$ cat src/rtl/metronome_click_decoder.sv
// Recovers beat onsets from the metronome beep line; 1-cycle strobe 4 clks after the confirming pin edge.
// No backpressure: strobes are fire-and-forget, beat number shown on a 7-segment display.
module metronome_click_decoder #(
    parameter int PW            = 18,
    parameter int C_PERIOD      = 97408,
    parameter int G_PERIOD      = 65014,
    parameter int TOL           = 1024,
    parameter int CONFIRM       = 4,
    parameter int GAP_CYCLES    = 200000,
    parameter int RESYNC_CYCLES = 54000000
) (
    input  logic          clk,
    input  logic          rst,
    input  logic          tone_in,
    output logic          a,
    output logic          b,
    output logic          c,
    output logic          d,
    output logic          e,
    output logic          f,
    output logic          g,
    output logic          beat_pulse,
    output logic          accent,
    output logic [1:0]    tone_class,
    output logic [PW-1:0] period_out
);
    localparam int SW = $clog2(RESYNC_CYCLES + 1);
    localparam int CW = $clog2(CONFIRM + 1);
    localparam logic [PW-1:0] P_MAX     = '1;
    localparam logic [PW:0]   C_LO      = (PW+1)'(C_PERIOD - TOL);
    localparam logic [PW:0]   C_HI      = (PW+1)'(C_PERIOD + TOL);
    localparam logic [PW:0]   G_LO      = (PW+1)'(G_PERIOD - TOL);
    localparam logic [PW:0]   G_HI      = (PW+1)'(G_PERIOD + TOL);
    localparam logic [SW-1:0] GAP_M1    = SW'(GAP_CYCLES - 1);
    localparam logic [SW-1:0] RS_M1     = SW'(RESYNC_CYCLES - 1);
    localparam logic [SW-1:0] RS_MAX    = SW'(RESYNC_CYCLES);
    localparam logic [CW-1:0] CONF_M1   = CW'(CONFIRM - 1);

    typedef enum logic [1:0] {IDLE, ARMED, LOCKING, TONE_ON} state_t;

    state_t        r_state;
    logic          r_s1, r_s2, r_s3, r_edge;
    logic [PW-1:0] r_cnt;
    logic [SW-1:0] r_sil;
    logic [CW-1:0] r_match;
    logic          r_lock_g;
    logic [3:0]    r_beat;
    logic          r_beat_pulse, r_accent;
    logic [1:0]    r_tone_class;
    logic [PW-1:0] r_period;

    logic [PW-1:0] w_p;
    logic          w_is_c, w_is_g, w_valid;
    logic [6:0]    w_seg;

    // A saturated count means we never saw the previous edge in range.
    assign w_p     = (r_cnt == P_MAX) ? P_MAX : r_cnt + 1'b1;
    assign w_is_c  = (w_p != P_MAX) && ({1'b0, w_p} >= C_LO) && ({1'b0, w_p} <= C_HI);
    assign w_is_g  = (w_p != P_MAX) && !w_is_c && ({1'b0, w_p} >= G_LO) && ({1'b0, w_p} <= G_HI);
    assign w_valid = w_is_c || w_is_g;

    always_ff @(posedge clk) begin
        if (rst) begin
            r_s1 <= 1'b0; r_s2 <= 1'b0; r_s3 <= 1'b0; r_edge <= 1'b0;
            r_cnt <= '0; r_sil <= '0; r_match <= '0; r_lock_g <= 1'b0;
            r_beat <= 4'd0; r_state <= IDLE;
            r_beat_pulse <= 1'b0; r_accent <= 1'b0;
            r_tone_class <= 2'd0; r_period <= '0;
        end else begin
            r_s1   <= tone_in;
            r_s2   <= r_s1;
            r_s3   <= r_s2;
            r_edge <= r_s2 & ~r_s3;
            r_beat_pulse <= 1'b0;
            r_accent     <= 1'b0;

            if (r_edge) begin
                r_cnt    <= '0;
                r_sil    <= '0;
                r_period <= w_p;
                case (r_state)
                    IDLE: r_state <= ARMED;
                    ARMED: begin
                        if (w_valid) begin
                            r_match  <= CW'(1);
                            r_lock_g <= w_is_g;
                            r_state  <= LOCKING;
                        end
                    end
                    LOCKING: begin
                        if (!w_valid) begin
                            r_match <= '0;
                            r_state <= ARMED;
                        end else if (w_is_g != r_lock_g) begin
                            r_match  <= CW'(1);
                            r_lock_g <= w_is_g;
                        end else begin
                            r_match <= r_match + 1'b1;
                            if (r_match == CONF_M1) begin
                                r_state      <= TONE_ON;
                                r_beat_pulse <= 1'b1;
                                r_accent     <= r_lock_g;
                                r_tone_class <= r_lock_g ? 2'd2 : 2'd1;
                                r_beat       <= (r_beat == 4'd8) ? 4'd1 : r_beat + 4'd1;
                            end
                        end
                    end
                    default: ;
                endcase
            end else begin
                if (r_cnt != P_MAX) r_cnt <= r_cnt + 1'b1;
                if (r_sil != RS_MAX) r_sil <= r_sil + 1'b1;
                if (r_sil == RS_M1) r_beat <= 4'd0;
                // An edge in the same cycle wins, so the timeout only fires here.
                if (r_state != IDLE && r_sil >= GAP_M1) begin
                    r_state      <= IDLE;
                    r_tone_class <= 2'd0;
                    r_match      <= '0;
                end
            end
        end
    end

    always_comb begin
        w_seg = 7'b0000000;
        case (r_beat)
            4'd0: w_seg = 7'b1111110;
            4'd1: w_seg = 7'b0110000;
            4'd2: w_seg = 7'b1101101;
            4'd3: w_seg = 7'b1111001;
            4'd4: w_seg = 7'b0110011;
            4'd5: w_seg = 7'b1011011;
            4'd6: w_seg = 7'b1011111;
            4'd7: w_seg = 7'b1110000;
            4'd8: w_seg = 7'b1111111;
            default: w_seg = 7'b0000000;
        endcase
    end

    assign {a, b, c, d, e, f, g} = w_seg;
    assign beat_pulse = r_beat_pulse;
    assign accent     = r_accent;
    assign tone_class = r_tone_class;
    assign period_out = r_period;
endmodule

$ cat config.mk
export PLATFORM = sky130hd
export DESIGN_NAME = metronome_click_decoder
export DESIGN_NICKNAME = d
export VERILOG_FILES = /design/src/rtl/metronome_click_decoder.sv
export SDC_FILE = /design/constraint.sdc
export NUM_CORES = 1
export LEC_CHECK = 0
export ABC_CLOCK_PERIOD_IN_PS = 5000
export BUFFER_PORTS_ARGS = -buffer_cell sky130_fd_sc_hd__buf_2
export CORE_MARGIN = 8
export CORE_UTILIZATION = 35
export CTS_BUF_LIST = sky130_fd_sc_hd__clkbuf_8
export CTS_CLUSTER_SIZE = 20
export DETAILED_ROUTE_END_ITERATION = 8
export PLACE_DENSITY = 0.49
export SETUP_SLACK_MARGIN = 0.02
export SLEW_MARGIN = 20
export SYNTH_ARGS = -nofsm -noshare
export SYNTH_HDL_FRONTEND = slang
export SYNTH_SLANG_ARGS = --single-unit
$ cat constraint.sdc
create_clock -name clk -period 5 [get_ports clk]
set_input_delay 1 -clock clk [delete_from_list [all_inputs] [get_ports clk]]
set_output_delay 1 -clock clk [all_outputs]
set_load 0.01 [all_outputs]
Word level (Yosys, flattened, before mapping)

Memories as Yosys holds them, arrays and structs flattened. A register that Yosys moved wholly into a read port is not among the register bits.
Cells that the tools add are included.

Register bits: 80
Bits in read-only memories: 112
Output and inout bits: 29
Memories kept: 1

Add/sub/neg operators: 4
Order comparisons: 5
Equality and inequality tests: 22
Mux-type cells: 34
Bitwise logic cells: 6
Reduce and logical (&&, ||, !) cells: 21

Memories:

| name            | words | width | read ports | clocked after Yosys merged registers in | write ports | line | RTL |
|---|---|---|---|---|---|---|---|
| (no name shown) | 16    | 7     | 1          | 1                                       | 0           | 126  | `case (r_beat)` |

Operators with widths:

| cell                    | number |
|---|---|
| $le A18 B17 Y1 const B  | 2 |
| $mux W4                 | 9 |
| $ne A18 B18 Y1 const B  | 2 |
| $add A26 B1 Y26 const B | 1 |
| $eq A26 B26 Y1 const B  | 1 |
| $ge A26 B18 Y1 const B  | 1 |
| $ne A26 B26 Y1 const B  | 1 |
| $mux W2                 | 12 |
| $reduce_and A5 Y1       | 4 |
| $add A18 B1 Y18 const B | 1 |
| $eq A18 B18 Y1 const B  | 1 |
| $ge A18 B16 Y1 const B  | 1 |
| $ge A18 B17 Y1 const B  | 1 |
| $mux W18                | 1 |
| $mux W3                 | 5 |
| $ne A2 B2 Y1 const B    | 4 |
| $ne A4 B4 Y1 const B    | 2 |
| $reduce_bool A2 Y1      | 4 |
| $logic_and A1 B1 Y1     | 6 |
| $ne A2 B1 Y1 const B    | 3 |
| $pmux W2 S3             | 1 |
| $pmux W3 S2             | 1 |
| $reduce_or A6 Y1        | 1 |
| $not A1 Y1              | 5 |
| other kinds (19)        | 22 |

Logic depth before layout (Yosys ltp)

Gate-level depths: netlist (run 1).

Depth in word-level cells: 16
Gate-level depth with buffers: 16

Worst setup path after synthesis (run 1)

Ideal clock, no wire load.

Kind: register to register
Start: reg r_cnt[1]
End: reg w_seg[3] (netlist name)
Setup time: 0.082 ns
Arrival: 3.271 ns
Path slack: 1.647 ns
Cell stages (with the launch flop): 16
Path buffers: 2
Clock period less this slack: 3.353 ns
Cell sequence: dfxtp_1 -> buf_2 -> and4_1 -> buf_4 -> nand3_2 -> a21bo_2 -> a2111oi_4 -> a2bb2oi_2 -> o32ai_2 -> a22oi_1 -> mux2i_1 -> nor2_1 -> inv_1 -> ha_1 -> or2_2 -> o221ai_1

Longest elaborated chain between the ends: 14

Ends and longest elaborated chain:

| what                                                   | line   | RTL |
|---|---|---|
| start, declared                                        | 43     | `logic [PW-1:0] r_cnt;` |
| start signal, assigned                                 | 111    | `if (r_cnt != P_MAX) r_cnt <= r_cnt + 1'b1;` |
| $add A18 B1 Y18 or $eq A18 B18 Y1 (tied branches)      | 57     | `assign w_p = (r_cnt == P_MAX) ? P_MAX : r_cnt + 1'b1;` |
| $mux W18 (*)                                           | 57     |  |
| $ge A18 B17 Y1 or $ne A18 B18 Y1 (tied branches)       | 58, 59 |  |
| $logic_and A1 B1 Y1 (2 in a row)                       | 58     | `assign w_is_c = (w_p != P_MAX) && ({1'b0, w_p} >= C_LO) && ({1'b0, w_p} <= C_HI);` |
| $logic_not A1 Y1                                       | 59     | `assign w_is_g = (w_p != P_MAX) && !w_is_c && ({1'b0, w_p} >= G_LO) && ({1'b0, w_p} <= G_HI);` |
| $logic_and A1 B1 Y1 (3 in a row)                       | 59     |  |
| $ne A1 B1 Y1 or $logic_or A1 B1 Y1 (tied branches)     | 94, 60 |  |
| $ne A2 B2 Y1 (no line) or $ne A2 B1 Y1 (tied branches) | -      |  |
| $reduce_and A5 Y1 (no line) (*)                        | -      |  |
| $mux W4 (no line) (*) (2 in a row)                     | -      |  |

Mark *: on every way between the ends. The rest lies on a longest branch, timed or not.
A chain may end at the register's enable or synchronous reset.

Worst setup path in the final report (run 1)

Start: reg r_cnt[0]
End: reg w_seg[3] (netlist name)

Longest elaborated chain between the ends: 14

Ends and longest elaborated chain:

| what                                                   | line |
|---|---|
| $add A18 B1 Y18 or $eq A18 B18 Y1 (tied branches)      | 57 |
| $mux W18 (*)                                           | 57 |
| $ge A18 B17 Y1 or $ne A18 B18 Y1 (tied branches)       | 58, 59 |
| $logic_and A1 B1 Y1 (2 in a row)                       | 58 |
| $logic_not A1 Y1                                       | 59 |
| $logic_and A1 B1 Y1 (3 in a row)                       | 59 |
| $ne A1 B1 Y1 or $logic_or A1 B1 Y1 (tied branches)     | 94, 60 |
| $ne A2 B2 Y1 (no line) or $ne A2 B1 Y1 (tied branches) | - |
| $reduce_and A5 Y1 (no line) (*)                        | - |
| $mux W4 (no line) (*) (2 in a row)                     | - |

Marked as above.

==> results.py, run 1 <==
metrics = {
    "outcome": {
        "run_status": "complete, no violations",
    },
    "finish": {
        "diodes": 0,
        "syn2layout_area_growth_pct": 8.39,
        "drive_above_1_share_pct": 11.8,
        "post-route-util_pct": 38.5,
        "nFillCells": 1433,
        "finalNetCount": 623,
        "finalNonFillerCells": 788,
    },
    "clock_network": {
        "clk_path_buf_depth": 2,
        "cts_setup_buffers": 0,
        "hold_buffers": 0,
        "clock_latency_ns": 0.39,
        "clock_sinks": 87,
        "cts_tree": "done",
        "cts_buffers": 9,
        "ctsRootBufferMaster": "clkbuf_8",
        "cts_resized": 0,
        "htreeDepth": 3,
        "cts.clk_slew.worst_paths_ns": 0.10,
    },
    "logic_synthesis": {
        "synthAdderAreaFrac_pct": 4.36,
        "synth-seq-cells": 87,
        "syn_area_um2": 4880,
        "synth_compound_area_share_pct": 18.3,
        "synth_top_area_share_pct": 35.7,
        "synthTopCellsByArea": "dfxtp_1, nor2_1, ha_1",
        "synth_top_family_by_area": "simple AND/OR/NAND/NOR gates",
        "synth_mux_area_share_pct": 1.46,
        "yosysTopAreaCell": "dfxtp_1",
        "synth_cell_type_count": 70,
        "synthTopCellsByCount": "dfxtp_1, nor2_1, nand2_1",
        "synth_nets": 617,
        "seq_area_frac_synth_pct": 35.7,
        "async_flop_share_pct": 0,
        "synthFlopType": "dfxtp_1",
        "synth_edf_count": 0,
        "synth-simple-area-share_pct": 27.5,
        "synth_area_per_cell_um2": 8.17,
        "syn_inst": 597,
        "synth_most_common_cell": "dfxtp_1",
        "ys_warn_count": 0,
        "yosys.area_share.xor_xnor_pct": 6.83,
    },
    "sta": {
        "whs_ns": 0.394,
        "max_freq_ghz": 0.219,
        "timing.final.hold_violations": 0,
        "rsz0062_at_grt": "false",
        "tightest_slew_ns": 0.875,
        "slew_violations": 0,
        "setup_viol": 0,
        "period_needed_ns": 4.57,
        "fin_setup_tns_ns": 0,
        "finClkSkew_ns": 0.0148,
        "relSlewSlack_pct": 41.7,
        "fin_crit_sh_pct": 91.3,
    },
    "placed_design": {
        "gp_congestion": 0.894,
        "dp_hpwl_um": 8610,
        "dp_cells": 772,
        "numPortBuffers": 31,
    },
    "routing": {
        "drt_iter0_drc": 510,
        "routed_wl_um": 12100,
        "wire_per_inst_um": 15.3,
        "firstDrtPassIters": 5,
        "ant_nets": 0,
        "vias_per_cell": 5.41,
        "vias": 4261,
        "drc": 0,
    },
    "power": {
        "report.power.total_mw": 1.27,
        "ir_drop_mv": 0.110,
        "pwr_density_cell_nw_per_um2": 240,
        "power_leakage_nw": 1.89,
    },
    "floorplan": {
        "initial_core_util_pct": 35.5,
        "die_y_um": 134,
        "num_rows": 43,
        "die_area_um2": 18000,
        "core_um2": 13700,
        "die_width_um": 134,
        "io_pins": 32,
    },
    "job": {
        "max_cap_viol_count": 0,
    },
    "global_route": {
        "antenna_found_initial": 0,
        "grt_usage_pct": 13.7,
        "grt_pass1_vias": 3994,
        "grt_max_degree": 44,
        "grt_pass1_wl_um": 20100,
        "gr-total-overflow": 0,
    },
    "setup_path": {
        "crit_slowest_cell": "dfxtp_1",
        "start_kind": "flip-flop",
        "crit_fanout": 13,
        "cp-end-kind": "flip-flop",
        "arrival_ns": 4.88,
        "critical_path.max_stage_delay_ns": 0.55,
        "crit_required_ns": 5.31,
        "cp_cell_sequence": "ha_1, inv_1, nor3_1, xor2_1, a31o_2, o21ai_0, o32ai_2, buf_4, a22oi_1, mux2i_1, nor2_1, inv_1, ha_1, or2_2, o221ai_1",
        "crit_type": "flip-flop to flip-flop",
    },
    "min_path": {
        "hp-class": "flip-flop to flip-flop",
    },
}
-- layout by cell type (no fill, tap or decap), types with 5 or more instances in the layout --
master	count
a211oi_1	14
a21oi_1	26
a311oi_1	6
a31oi_1	6
and2_1	10
and3_1	9
and4_1	6
buf_2	31
buf_4	5
clkbuf_8	9
dfxtp_1	87
ha_1	17
inv_1	21
mux2i_1	6
nand2_1	52
nand3_1	18
nand3b_1	5
nand4_1	12
nor2_1	82
nor2b_1	13
nor3_1	20
nor4_1	10
o21ai_0	21
or2_2	5
or3_1	5
xnor2_1	19
xor2_1	19
-- critical path, delay by kind of cell, from the launching register on --
family,cells,cell delay (ns)
multiplexers,1,0.19
AO/OA/AOI/OAI,5,1.19
flip-flops,1,0.55
adder cells (fa/ha/maj),2,0.81
XOR/XNOR,1,0.13
AND/OR/NAND/NOR,3,1.07
buffers and inverters,3,0.53
-- power by group --
part / switching [mW] / leakage [nW] / internal [mW]
sequential: 0.0117 / 0.703 / 0.701
clock: 0.307 / 0.101 / 0.197
combinational: 0.0325 / 1.09 / 0.0173
-- flip-flops by register name, summed over array words and instances, names as in the netlist --
name and count:
accent 1, beat_pulse 1, r_edge 1, tone_class 2, r_beat 4, r_state 2
r_s3 1, w_seg 7, r_sil 26, r_s1 1, r_match 3, r_s2 1
r_lock_g 1, period_out 18, r_cnt 18
-- stage by stage --
stage | setup WS, ns | instance area (um2)
2_1_floorplan | 1.65 | 4880
3_3_place_gp | 0.666 | 5090
3_5_place_dp | 0.483 | 5090
4_1_cts | 0.463 | 5290
5_1_grt | 0.0574 | 5290
6_report | 0.435 | 5290
-- area by class of cell --
class | count | area, um2 | area share (%)
inverters | 21 | 78.8 | 1.49
multi-input cells | 448 | 2850 | 53.9
repair buffers | 36 | 193 | 3.65
clock inverters | 7 | 73.8 | 1.40
well taps | 180 | 225 | 4.26
flip-flops and latches | 87 | 1740 | 33.0
clock buffers | 9 | 124 | 2.34
-- kinds of logic (layout without fill, tap and decap cells) --
kind of cell / after synthesis / in the layout
buf+inv: 62 / 73
xor+xnor: 38 / 38
simple gates: 263 / 263
compound gates: 123 / 123
mux: 7 / 7
fa+ha+maj: 17 / 17
flops: 87 / 87
-- routing by layer --
layer  up-vias  global-route usage (%)  routed length (um)
met3        20                    3.40                 567
met4         0                    5.30                 240
met1      2018                    17.5                5540
met5         -                       0                   0
met2        86                    21.6                5710
li1       2137                       -                   -
-- worst paths after layout --
| path | from | endpoint | slack [ns] | cells after the start |
|---|---|---|---|---|
| setup reg to reg | r_cnt[0]$_SDFFE_PP0N_ | w_seg[3]$_DFF_P_ | 0.43 | 15 |
| hold / removal | r_s3$_SDFF_PP0_ | r_edge$_SDFF_PP0_ | 0.39 | 1 |
| setup / recovery | r_cnt[0]$_SDFFE_PP0N_ | w_seg[3]$_DFF_P_ | 0.43 | 15 |
| hold reg to reg | r_s3$_SDFF_PP0_ | r_edge$_SDFF_PP0_ | 0.39 | 1 |
Power figures use the tool's default switching activity.
==> run 2, diff against run 1 <==
--- a/config.mk
+++ b/config.mk
@@ -5,6 +5,7 @@
 export SDC_FILE = /design/constraint.sdc
 export NUM_CORES = 1
 export LEC_CHECK = 0
+export ABC_AREA = 1
 export ABC_CLOCK_PERIOD_IN_PS = 5000
 export BUFFER_PORTS_ARGS = -buffer_cell sky130_fd_sc_hd__buf_2
 export CORE_MARGIN = 8
==> results.py, run 2 <==
metrics = {
    "outcome": {
        "run_status": "complete, no violations",
    },
    "clock_network": {
        "cts_tree": "done",
        "cts_resized": 0,
        "clock_latency_ns": 0.38,
        "ctsRootBufferMaster": "clkbuf_8",
        "clk_path_buf_depth": 2,
        "cts.clk_slew.worst_paths_ns": 0.09,
        "cts_setup_buffers": 0,
        "clock_sinks": 87,
        "hold_buffers": 0,
        "htreeDepth": 3,
        "cts_buffers": 9,
    },
    "logic_synthesis": {
        "synthAdderAreaFrac_pct": 4.42,
        "syn_area_um2": 4820,
        "syn_inst": 713,
        "synth_compound_area_share_pct": 11.0,
        "synth_nets": 733,
        "ys_warn_count": 0,
        "synth-simple-area-share_pct": 36.6,
        "synth_cell_type_count": 44,
        "seq_area_frac_synth_pct": 36.2,
        "yosysTopAreaCell": "dfxtp_1",
        "synth_area_per_cell_um2": 6.76,
        "yosys.area_share.xor_xnor_pct": 1.09,
        "synth_most_common_cell": "nand2_1",
        "synth_top_family_by_area": "simple AND/OR/NAND/NOR gates",
        "synth-seq-cells": 87,
        "synthFlopType": "dfxtp_1",
        "synth_mux_area_share_pct": 0,
        "synth_top_area_share_pct": 36.2,
        "synthTopCellsByArea": "dfxtp_1, nand2_1, inv_1",
        "synth_edf_count": 0,
        "synthTopCellsByCount": "nand2_1, inv_1, nor2_1",
        "async_flop_share_pct": 0,
    },
    "finish": {
        "drive_above_1_share_pct": 12.8,
        "mostFrequentLayoutCells": "nand2_1, inv_1, nor2_1",
        "syn2layout_area_growth_pct": 10.9,
        "finalNonFillerCells": 929,
        "largest-register": "r_sil",
        "post-route-util_pct": 39.1,
        "largest_reg_flops": 26,
        "finalNetCount": 764,
        "diodes": 0,
        "final_common_cell": "nand2_1",
    },
    "setup_path": {
        "rrSetupSlack_ns": 1.26,
        "crit_fanout": 21,
        "timing.rr.end": "w_seg[2]$_DFF_P_",
        "crit_type": "flip-flop to flip-flop",
        "r2r_start": "r_cnt[0]$_SDFFE_PP0N_",
        "cp-end-kind": "flip-flop",
        "crit_path_start": "r_cnt[0]$_SDFFE_PP0N_",
        "reg2reg_depth": 23,
        "arrival_ns": 4.02,
        "crit_required_ns": 5.28,
        "crit_end": "w_seg[2]$_DFF_P_",
        "start_kind": "flip-flop",
    },
    "sta": {
        "whs_ns": 0.391,
        "timing.final.hold_violations": 0,
        "fin_crit_sh_pct": 74.7,
        "max_freq_ghz": 0.268,
        "setup_viol": 0,
        "tightest_slew_ns": 0.892,
        "relSlewSlack_pct": 40.5,
        "period_needed_ns": 3.74,
        "rsz0062_at_grt": "false",
        "finClkSkew_ns": 0.00994,
        "slew_violations": 0,
        "fin_setup_tns_ns": 0,
    },
    "placed_design": {
        "numPortBuffers": 31,
        "dp_hpwl_um": 9010,
        "gp_congestion": 0.915,
        "dp_cells": 913,
    },
    "floorplan": {
        "die_y_um": 133,
        "core_um2": 13700,
        "initial_core_util_pct": 35.2,
        "die_width_um": 133,
        "num_rows": 43,
        "die_area_um2": 17800,
        "io_pins": 32,
    },
    "routing": {
        "firstDrtPassIters": 5,
        "wire_per_inst_um": 12.8,
        "drc": 0,
        "routed_wl_um": 11900,
        "drt_iter0_drc": 208,
        "vias": 4409,
        "ant_nets": 0,
        "vias_per_cell": 4.75,
    },
    "power": {
        "pwr_density_cell_nw_per_um2": 234,
        "report.power.total_mw": 1.25,
        "power_leakage_nw": 2.39,
        "ir_drop_mv": 0.0958,
    },
    "global_route": {
        "grt_pass1_vias": 4279,
        "grt_usage_pct": 13.9,
        "grt_pass1_wl_um": 20100,
        "gr-total-overflow": 0,
        "antenna_found_initial": 0,
        "grt_max_degree": 41,
    },
    "job": {
        "max_cap_viol_count": 0,
    },
    "min_path": {
        "hp-class": "flip-flop to flip-flop",
    },
}
==> run 2: metrics by stage <==
step | instance area (um2) | setup slack (ns)
4_1_cts | 5340 | 1.24
3_3_place_gp | 5150 | 1.37
6_report | 5340 | 1.26
3_5_place_dp | 5150 | 1.28
2_1_floorplan | 4820 | 2.06
5_1_grt | 5340 | 0.854
==> run 2: worst min path at each step <==
stage | from | to | slack (ns) | depth (start not counted)
detailed placement | r_s3$_SDFF_PP0_ | r_edge$_SDFF_PP0_ | 0.38 | 1
global route | r_s3$_SDFF_PP0_ | r_edge$_SDFF_PP0_ | 0.40 | 1
finish | r_s3$_SDFF_PP0_ | r_edge$_SDFF_PP0_ | 0.39 | 1
CTS | r_s3$_SDFF_PP0_ | r_edge$_SDFF_PP0_ | 0.39 | 1
floorplan | r_s3$_SDFF_PP0_ | r_edge$_SDFF_PP0_ | 0.37 | 1
global placement | r_s3$_SDFF_PP0_ | r_edge$_SDFF_PP0_ | 0.38 | 1
==> run 2: routing by layer <==
layer / global-route usage, % / wire length [um] / vias up
met3: 3.65 / 418 / 14
li1: - / - / 2323
met4: 4.93 / 208 / 0
met1: 16.3 / 5530 / 2015
met5: 0 / 0 / -
met2: 24.0 / 5700 / 57
==> run 2: layout make-up <==
type	count	area [um2]
Fill cell	1464	8320
Multi-Input combinational cell	493	2560
Sequential cell	87	1740
Inverter	121	457
Tap cell	180	225
Timing Repair Buffer	32	163
Clock buffer	10	138
Clock inverter	6	53.8
==> run 2: cell families after synthesis <==
group | count (synthesis)
xor gates and xnor gates | 6
buffers and inverters | 133
AOI/OAI and AO/OA | 96
DFF | 87
adders and majority gates | 17
and+or+nand+nor | 374
==> run 2: power breakdown <==
part	total [mW]	leakage, nW	switching (mW)	internal [mW]
registers	0.706	0.703	0.00665	0.699
logic	0.0483	1.59	0.0351	0.0132
clock network	0.497	0.106	0.259	0.239
total	1.25	2.39	0.301	0.951
==> run 2: worst max-delay path, stage by stage, from the launching register on <==
cell and delay, ns:
dfxtp_1 0.42, ha_1 0.25, nand3_2 0.15, nor2_4 0.16, nand3_2 0.40, nand2_1 0.30, inv_1 0.12, o21ai_1 0.19
a21oi_1 0.09, nand2_1 0.06, nand2_1 0.10, nand2_4 0.12, nand2_2 0.07, nand2_4 0.09, nand2_4 0.11, nand2_1 0.08
nand2_1 0.07, nor2_2 0.21, inv_1 0.13, ha_1 0.21, inv_1 0.05, nand4_1 0.10, nand3_1 0.11, nand2_1 0.05
